`config.mk`:
```
export PLATFORM = sky130hd
export DESIGN_NAME = matrix_load_sequencer
export DESIGN_NICKNAME = d
export VERILOG_FILES = /design/src/rtl/matrix_load_sequencer.sv
export SDC_FILE = /design/constraint.sdc
export NUM_CORES = 1
export LEC_CHECK = 0
export ABC_AREA = 1
export CAP_MARGIN = 10
export CORE_UTILIZATION = 55
export CTS_BUF_LIST = sky130_fd_sc_hd__clkbuf_4
export DETAILED_ROUTE_END_ITERATION = 8
export PLACE_DENSITY = 0.95
export REMOVE_ABC_BUFFERS = 1
export SYNTH_ARGS = -nofsm -noshare
export SYNTH_HDL_FRONTEND = slang
export SYNTH_SLANG_ARGS = --single-unit
```
`constraint.sdc`:
```
create_clock -name clk -period 12.4 [get_ports clk]
set_clock_uncertainty 0.05 [all_clocks]
set_input_delay 1.86 -clock clk [delete_from_list [all_inputs] [get_ports clk]]
set_output_delay 1.86 -clock clk [all_outputs]
set_load 0.05 [all_outputs]
```
`src/rtl/matrix_load_sequencer.sv`:
```
`default_nettype none
// ============================================================================
// matrix_load_sequencer : streams row words into per-layer matrix storage
// Rev 1.0
// ============================================================================
module matrix_load_sequencer #(
   parameter int SIZE       = 3,
   parameter int MAX_LAYERS = 4,
   parameter int ROW_WIDTH  = 96
) (
   input  logic                 clk,
   input  logic                 reset,
   input  logic                 start,
   input  logic [31:0]          num_layers,
   input  logic                 abort,
   input  logic                 in_valid,
   input  logic [ROW_WIDTH-1:0] in_row,
   output logic                 in_ready,
   output logic                 wr_en,
   output logic [31:0]          wr_layer,
   output logic [31:0]          wr_row,
   output logic [ROW_WIDTH-1:0] wr_data,
   output logic [31:0]          layer_index,
   output logic [31:0]          row_index,
   output logic                 busy,
   output logic                 done,
   output logic                 cfg_err
);

   localparam logic [31:0] LAST_ROW   = 32'(SIZE - 1);
   localparam logic [31:0] MAX_LAYERS_W = 32'(MAX_LAYERS);

   typedef enum logic [1:0] {
      S_IDLE = 2'd0,
      S_LOAD = 2'd1,
      S_DONE = 2'd2
   } state_t;

   state_t      state;
   logic [31:0] layers_q;
   logic        transfer;
   logic        last_row;
   logic        last_layer;
   logic        cfg_ok;

   assign in_ready   = (state == S_LOAD) && !abort;
   assign transfer   = in_valid && in_ready;
   assign last_row   = (row_index == LAST_ROW);
   assign last_layer = (layer_index == (layers_q - 32'd1));
   assign cfg_ok     = (num_layers != 32'd0) && (num_layers <= MAX_LAYERS_W);

   always_ff @(posedge clk or posedge reset) begin
      if (reset) begin
         state       <= S_IDLE;
         layers_q    <= '0;
         layer_index <= '0;
         row_index   <= '0;
         wr_en       <= 1'b0;
         wr_layer    <= '0;
         wr_row      <= '0;
         wr_data     <= '0;
         busy        <= 1'b0;
         done        <= 1'b0;
         cfg_err     <= 1'b0;
      end else begin
         wr_en   <= 1'b0;
         done    <= 1'b0;
         cfg_err <= 1'b0;
         case (state)
            S_IDLE: begin
               if (start) begin
                  if (cfg_ok) begin
                     layers_q    <= num_layers;
                     layer_index <= '0;
                     row_index   <= '0;
                     busy        <= 1'b1;
                     state       <= S_LOAD;
                  end else begin
                     cfg_err <= 1'b1;
                  end
               end
            end
            S_LOAD: begin
               if (abort) begin
                  busy  <= 1'b0;
                  state <= S_IDLE;
               end else if (transfer) begin
                  wr_en    <= 1'b1;
                  wr_layer <= layer_index;
                  wr_row   <= row_index;
                  wr_data  <= in_row;
                  // The final row leaves the counters parked on the last position.
                  if (last_row && last_layer) begin
                     busy  <= 1'b0;
                     done  <= 1'b1;
                     state <= S_DONE;
                  end else if (last_row) begin
                     row_index   <= '0;
                     layer_index <= layer_index + 32'd1;
                  end else begin
                     row_index <= row_index + 32'd1;
                  end
               end
            end
            S_DONE: begin
               state <= S_IDLE;
            end
            default: begin
               busy  <= 1'b0;
               state <= S_IDLE;
            end
         endcase
      end
   end

endmodule
`default_nettype wire

```
After elaboration in Yosys (flattened, before gate mapping). Index checks and enable logic that the tools add are counted.

Register bits after elaboration: 262. Bits in latches: 0. Memory bits (writable): 0. Memory bits (read-only): 0. Input bits: 133. Output and inout bits: 229. Word-level logic and storage cells: 77. Memories kept: 0.

Add/sub/neg operators: 3. $mul: 0. Divide/modulo/power cells: 0. $lt $le $gt $ge: 1. Equal/unequal tests: 12. Shift-type cells: 0. Mux-type cells: 34. Bitwise gates (word level): 2. Reduce and logical (&&, ||, !) cells: 14.

Operators by type and width (number): two-way mux 32 bit (10); case mux 32 bit (2 select lines) (2); adder 32 x 1 -> 32 bit, second input constant (2); equality test 32 x 2 -> 1 bit, second input constant (1); equality test 32 bit (1); less-or-equal comparator 32 x 3 -> 1 bit, second input constant (1); nonzero test 32 bit (1); subtractor 32 x 1 -> 32 bit, second input constant (1); two-way mux 1 bit (15); != test 2 bit, second input constant (6); two-way mux 2 bit (5); AND reduction 7 bit (1); AND reduction 3 bit (2); AND reduction 6 bit (1); AND reduction 5 bit (1); logical AND 1 bit (4); case mux 2 bit (2 select lines) (1); AND reduction 4 bit (1); != test 3 x 2 -> 1 bit, second input constant (1); != test 3 bit, second input constant (1); case mux 1 bit (3 select lines) (1); equality test 2 x 1 -> 1 bit, second input constant (1); equality test 2 bit, second input constant (1); zero test 2 bit (1); 3 further kinds (4).

Longest topological paths before layout. Gate-level depths: netlist (run 1).

Word-level depth: 7. Gate-level depth with buffers: 18.

Worst setup path before layout (run 1). Ideal clock, no wire load.

Path type: input-to-output. From: input abort. To: output in_ready. Data arrival time: 2.571 ns. Required time: 10.490 ns. Path slack: 7.919 ns. Cell stages on the path: 1. Cell sequence: nor2_1.

Word-level cells in the longest chain between the ends: 2.

Ends and longest elaborated chain: start: declaration (line 15) `input logic abort,`; zero test 1 bit (line 46) `assign in_ready = (state == S_LOAD) && !abort;`; logical AND 1 bit (line 46); end: declaration (line 18) `output logic in_ready,`.

Every way passes these cells.

Final worst setup path (run 1). Ends and elaborated chain as after synthesis.

==> results of run 1 <==
critical path, stage by stage:
cell and delay (ns):
clkdlybuf4s50_1 0.45, nor2_1 0.27, clkdlybuf4s50_1 0.86
metal layers:
| layer | GRT usage (%) | vias up |
|---|---|---|
| met4 | 21.46 | 0 |
| met2 | 57.50 | 745 |
| met3 | 5.939 | 180 |
| met1 | 43.61 | 6514 |
| li1 | - | 6642 |
| met5 | 0 | - |
flip-flops by register name (all words and copies together), names as in the netlist:
signal,flops
state,2
layer_index,32
wr_layer,32
done,1
busy,1
wr_row,32
cfg_err,1
wr_data,96
row_index,32
layers_q,32
wr_en,1
cells by family after synthesis:
family,count (synthesis)
XOR/XNOR,61
buffers and inverters,229
AO/OA/AOI/OAI,98
flip-flops,262
AND/OR/NAND/NOR,1232
adder cells (fa/ha/maj),4
Yosys cell counts, drive strengths merged, types with 3 or more instances:
master and instances:
ha 4, buf 25, nor4 21, o21bai 3, nand4 52, nor3 37
clkbuf 61, o21ai 90, xor2 45, xnor2 16, nand2 817, inv 141
dfrtp 262, nand3 78, or2 12, nand3b 7, nor2 206, a21oi 5
cell type report:
type                       instances  area share, %
inverter                         143          2.997
tap                              324          2.227
multi-input combinational       1395          33.94
clock inverter                    14         0.5430
sequential                       262          36.02
timing repair buffer             369          20.18
clock buffer                      99          4.083
antenna                            1        0.01375
final timing paths:
| path | startpoint | end | slack [ns] | cells after the start |
|---|---|---|---|---|
| setup / recovery | abort | in_ready | 7.05 | 3 |
| hold / removal | busy$_DFFE_PP0P_ | busy$_DFFE_PP0P_ | 0.42 | 2 |
| setup reg to reg | state[0]$_DFFE_PP0P_ | layer_index[21]$_DFFE_PP0P_ | 8.35 | 11 |
| hold reg to reg | busy$_DFFE_PP0P_ | busy$_DFFE_PP0P_ | 0.42 | 2 |
| max in group asynchronous | reset | layer_index[9]$_DFFE_PP0P_ | 8.94 | 3 |
| min in group asynchronous | reset | row_index[15]$_DFFE_PP0P_ | 1.73 | 2 |
where the power goes:
| group | leakage, nW | switching (W) | internal [W] |
|---|---|---|---|
| registers | 3.55 | 0.0000207 | 0.000890 |
| logic | 4.91 | 0.000195 | 0.000111 |
| clock network | 0.490 | 0.000366 | 0.000387 |
through the flow:
step	setup WS (ns)	instance area [um2]	cells	power [W]	hold slack [ns]
after CTS	7.047	18200	2606	0.001985	0.4298
after global routing	6.981	18200	2607	0.002042	0.4455
final	7.047	18200	2607	0.001970	0.4232
after global placement	7.069	17360	2493	0.001224	0.4054
after detailed placement	7.051	17360	2493	0.001232	0.4086
after floorplan	3.278	13260	1800	0.001093	0.4053
==> results.sh, run 1 <==
export IMPL_portBuffers=361
export IMPL_cp_required_ns=10.49
export IMPL_die_width_um=159.6
export IMPL_synth_edf_count=0
export IMPL_seq_area_um2=6556
export IMPL_drv_cap=0
export IMPL_yosysUniqueCellTypes=31
export IMPL_clockRootBuffer="clkbuf_4"
export IMPL_yosysWarnings=0
export IMPL_grt_pass1_vias=13740
export IMPL_cts_resized=0
export IMPL_final_cell_mix="812 x nand2_1, 361 x clkdlybuf4s50_1, 262 x dfrtp_1"
export IMPL_max_freq_mhz=186.8
export IMPL_multi_input_comb_area_um2=6178
export IMPL_hold_buffers=0
export IMPL_critPathLaunchType="input port"
export IMPL_vias=14080
export IMPL_synth_fa_ha_area_share_pct=0.3664
export IMPL_synth_flop_cell="dfrtp_1"
export IMPL_wl_met2_um=21120
export IMPL_worstMarginPinSlew_ns=1.137
export IMPL_synth_top_family_by_area="simple AND/OR/NAND/NOR gates"
export IMPL_post_dp_hpwl_um=32010
export IMPL_synth_xor_area_share_pct=3.911
export IMPL_grt_max_degree=123
export IMPL_fin_crit_ns=5.353
export IMPL_clock_sinks=262
export IMPL_area_delta_synth_final_pct=33.26
export IMPL_critPathKind="input port to primary output"
export IMPL_netlist_top_cells_area="dfrtp_1 48%, nand2_1 22%, nor2_1 5.4%"
export IMPL_route_detailed_drc=0
export IMPL_synth_async_reset_ratio_pct=100.0
export IMPL_cts_clk_slew_worst_paths_ns=0.06
export IMPL_start_util_pct=56.17
export IMPL_die_y_um=159.6
export IMPL_leakagePower_nw=8.941
export IMPL_netlist_area_um2=13660
export IMPL_final_fill_count=1761
export IMPL_boundaryPins=362
export IMPL_hold_viol_final=0
export IMPL_ys_seq_area_share_pct=47.99
export IMPL_vias_per_cell=5.401
export IMPL_yosys_area_top_type_share_pct=47.99
export IMPL_dr_pass1_iters=6
export IMPL_drive_gt1_share_pct=6.748
export IMPL_syn_area_per_cell_um2=7.243
export IMPL_synth_compound_area_share_pct=3.645
export IMPL_highest_layer="met4"
export IMPL_yosysTopAreaCell="dfrtp_1"
export IMPL_fin_crit_sh_pct=43.17
export IMPL_clock_latency_ns=0.69
export IMPL_ys_ff_latch=262
export IMPL_nets=2378
export IMPL_synth_mux_area_share_pct=0
export IMPL_rows=57
export IMPL_wl_um=44720
export IMPL_grt_ovfl_total=0
export IMPL_setup_viol=0
export IMPL_numCtsBuffers=70
export IMPL_cts_tree="done"
export IMPL_rsz0062_at_grt="false"
export IMPL_antenna_found_initial=1
export IMPL_post_cts_buffers=0
export IMPL_fin_tns_setup_ns=0
export IMPL_critPathCaptureType="primary output"
export IMPL_hp_class="register to register"
export IMPL_synthCells=1886
export IMPL_cts_max_level=3
export IMPL_grt_pass1_wl_um=70670
export IMPL_wl_per_cell_um=17.15
export IMPL_ir_worst_vdd_mv=0.06465
export IMPL_slew_headroom_pct=24.21
export IMPL_grt_use_total_pct=35.10
export IMPL_ant_nets=0
export IMPL_worstPathMaxFanout=3
export IMPL_routed_wl_met3_um=3594
export IMPL_core_area_um2=24320
export IMPL_cp_arrival_ns=3.44
export IMPL_fin_util_pct=74.85
export IMPL_clock_path_buffers=3
export IMPL_yosys_area_share_simple_pct=37.23
export IMPL_status="finished clean"
export IMPL_die_area_um2=25470
export IMPL_wl_met1_um=17470
export IMPL_layout_commonest_cell="nand2_1"
export IMPL_pwr_density_cell_nw_per_um2=108.2
export IMPL_final_max_slew_viol_count=0
export IMPL_gp_congestion=0.9373
export IMPL_drt_initial_drc_count=1302
(Power assumes the default switching activity.)
==> run 2: changes to the inputs <==
- CORE_UTILIZATION: 55 -> 46
- PLACE_DENSITY: 0.95 -> 0.87
- clock period: 12.4 -> 4.4 ns (I/O delays scaled with it)
==> results.sh, run 2 (synthesized netlist as in run 1, its figures left out) <==
export IMPL_p_comb_share_pct=15.0
export IMPL_vias_per_cell=5.157
export IMPL_multi_input_comb_area_um2=6178
export IMPL_cts_max_level=3
export IMPL_fin_crit_sh_pct=81.10
export IMPL_fin_cells=2685
export IMPL_antenna_found_initial=1
export IMPL_wl_per_cell_um=16.16
export IMPL_crit_chain="inv_1, nor2_2, inv_2, nor2_1, clkdlybuf4s50_1"
export IMPL_final_max_slew_viol_count=0
export IMPL_switching_power_w=0.001618
export IMPL_swShare_pct=28.40
export IMPL_hold_viol_final=0
export IMPL_vias=13850
export IMPL_crit_buf_inv=3
export IMPL_ant_nets=0
export IMPL_hp_class="register to register"
export IMPL_grt_ovfl_total=0
export IMPL_wl_um=43390
export IMPL_largest_register_ffs=96
export IMPL_worstReg2RegEnd="layer_index[15]$_DFFE_PP0P_"
export IMPL_start_util_pct=47.21
export IMPL_critPathTopFamily="buffers and inverters"
export IMPL_cpPeakStageDelay_ns=0.89
export IMPL_die_area_um2=30390
export IMPL_hold_buffers=0
export IMPL_clock_sinks=262
export IMPL_cts_tree="done"
export IMPL_die_width_um=174.3
export IMPL_seq_power_share_pct=45.0
export IMPL_r2r_start="layers_q[0]$_DFFE_PP0P_"
export IMPL_post_cts_buffers=0
export IMPL_cts_resized=0
export IMPL_reg2reg_slack_ns=0.86
export IMPL_worstPathMaxFanout=35
export IMPL_worstMarginPinSlew_ns=0.9378
export IMPL_cp_required_ns=3.69
export IMPL_drive_gt1_share_pct=7.304
export IMPL_clockPowerShare_pct=40.0
export IMPL_die_y_um=174.3
export IMPL_place_inst=2562
export IMPL_slew_headroom_pct=37.48
export IMPL_clock_latency_ns=0.69
export IMPL_seq_area_um2=6556
export IMPL_critPathKind="register to primary output"
export IMPL_final_fill_count=2414
export IMPL_place_ws_ns=0.6803
export IMPL_cts_clk_slew_worst_paths_ns=0.06
export IMPL_critPathCaptureType="primary output"
export IMPL_fin_crit_ns=3.568
export IMPL_drt_initial_drc_count=1376
export IMPL_max_freq_mhz=280.2
export IMPL_rsz0062_at_grt="false"
export IMPL_numCtsBuffers=71
export IMPL_status="finished clean"
export IMPL_hold_end="busy$_DFFE_PP0P_"
export IMPL_drv_cap=0
export IMPL_dr_pass1_iters=8
export IMPL_core_area_um2=28940
export IMPL_clock_path_buffers=3
export IMPL_final_cell_mix="812 x nand2_1, 361 x clkdlybuf4s50_1, 262 x dfrtp_1"
export IMPL_startpoint="state[0]$_DFFE_PP0P_"
export IMPL_area_delta_synth_final_pct=35.51
export IMPL_rows=62
export IMPL_hold_depth=2
export IMPL_post_dp_hpwl_um=31260
export IMPL_pwr_density_cell_nw_per_um2=307.8
export IMPL_cp_num_cells=5
export IMPL_ff2ff_path_depth=16
export IMPL_grt_pass1_vias=13220
export IMPL_ir_worst_vdd_mv=0.1579
export IMPL_largest_register="wr_data"
export IMPL_boundaryPins=362
export IMPL_clockRootBuffer="clkbuf_4"
export IMPL_p_int_w=0.004080
export IMPL_fin_util_pct=63.98
export IMPL_grt_max_degree=201
export IMPL_crit_slowest_cell="clkdlybuf4s50_1"
export IMPL_fin_ws_ns=0.8317
export IMPL_route_detailed_drc=0
export IMPL_grt_pass1_wl_um=68500
export IMPL_leakagePower_nw=9.074
export IMPL_setup_viol=0
export IMPL_critPathLaunchType="register"
export IMPL_gp_congestion=0.9525
export IMPL_portBuffers=361
export IMPL_min_delay_start="busy$_DFFE_PP0P_"
export IMPL_grt_use_total_pct=28.25
export IMPL_layout_commonest_cell="nand2_1"
export IMPL_fin_tns_setup_ns=0
export IMPL_nets=2388
export IMPL_cp_arrival_ns=2.86
run 2: changes by cell type in the layout (fill, tap and decap cells not counted), sizes merged:
| cell | previous run | this run |
|---|---|---|
| bufinv | 1 | 3 |
| buf | 8 | 17 |
| clkbuf | 99 | 104 |
| clkinv | 10 | 15 |
| clkinvlp | 4 | 1 |
run 2: worst max-delay path by stage:
| stage | to | slack [ns] |
|---|---|---|
| 6_report | in_ready | 0.83 |
| 5_1_grt | layer_index[19]$_DFFE_PP0P_ | 0.58 |
| 4_1_cts | in_ready | 0.79 |
| 3_5_place_dp | layer_index[11]$_DFFE_PP0P_ | 0.68 |
| 3_3_place_gp | layer_index[21]$_DFFE_PP0P_ | 0.79 |
| 2_1_floorplan | wr_en$_DFF_PP0_ | -4.27 |
run 2: area by class of cell:
type	count	area share [%]
clock inverter	18	0.8178
tap	384	2.595
antenna	1	0.01352
multi-input combinational	1395	33.38
clock buffer	104	4.218
sequential	262	35.42
timing repair buffer	378	20.62
inverter	143	2.947
run 2: metrics by stage:
step / hold slack (ns) / area [um2] / power [W]
floorplan: 0.4053 / 13260 / 0.003081
global placement: 0.4056 / 17580 / 0.003455
detailed placement: 0.4110 / 17580 / 0.003470
CTS: 0.3975 / 18510 / 0.005773
global route: 0.4180 / 18510 / 0.005942
finish: 0.4227 / 18510 / 0.005699
run 2: power by group through the flow:
stage / Sequential (W) / Combinational, W / Clock (W)
floorplan: 0.00297 / 0.000115 / 0
global placement: 0.00260 / 0.000851 / 0
detailed placement: 0.00261 / 0.000861 / 0
CTS: 0.00257 / 0.000864 / 0.00234
global route: 0.00258 / 0.000898 / 0.00247
finish: 0.00257 / 0.000854 / 0.00228
run 2: per-layer routing:
layer	up-vias	GRT usage (%)	part of all wire, %
li1	6662	-	-
met1	6379	36.11	41
met2	695	46.53	47
met3	111	5.315	8.4
met4	0	12.68	3.2
met5	-	0	0
run 2: tightest hold or removal path, stage by stage, from the launching register on:
cell	delay, ns
dfrtp_1	0.35
nand2_1	0.05
nand2_1	0.04
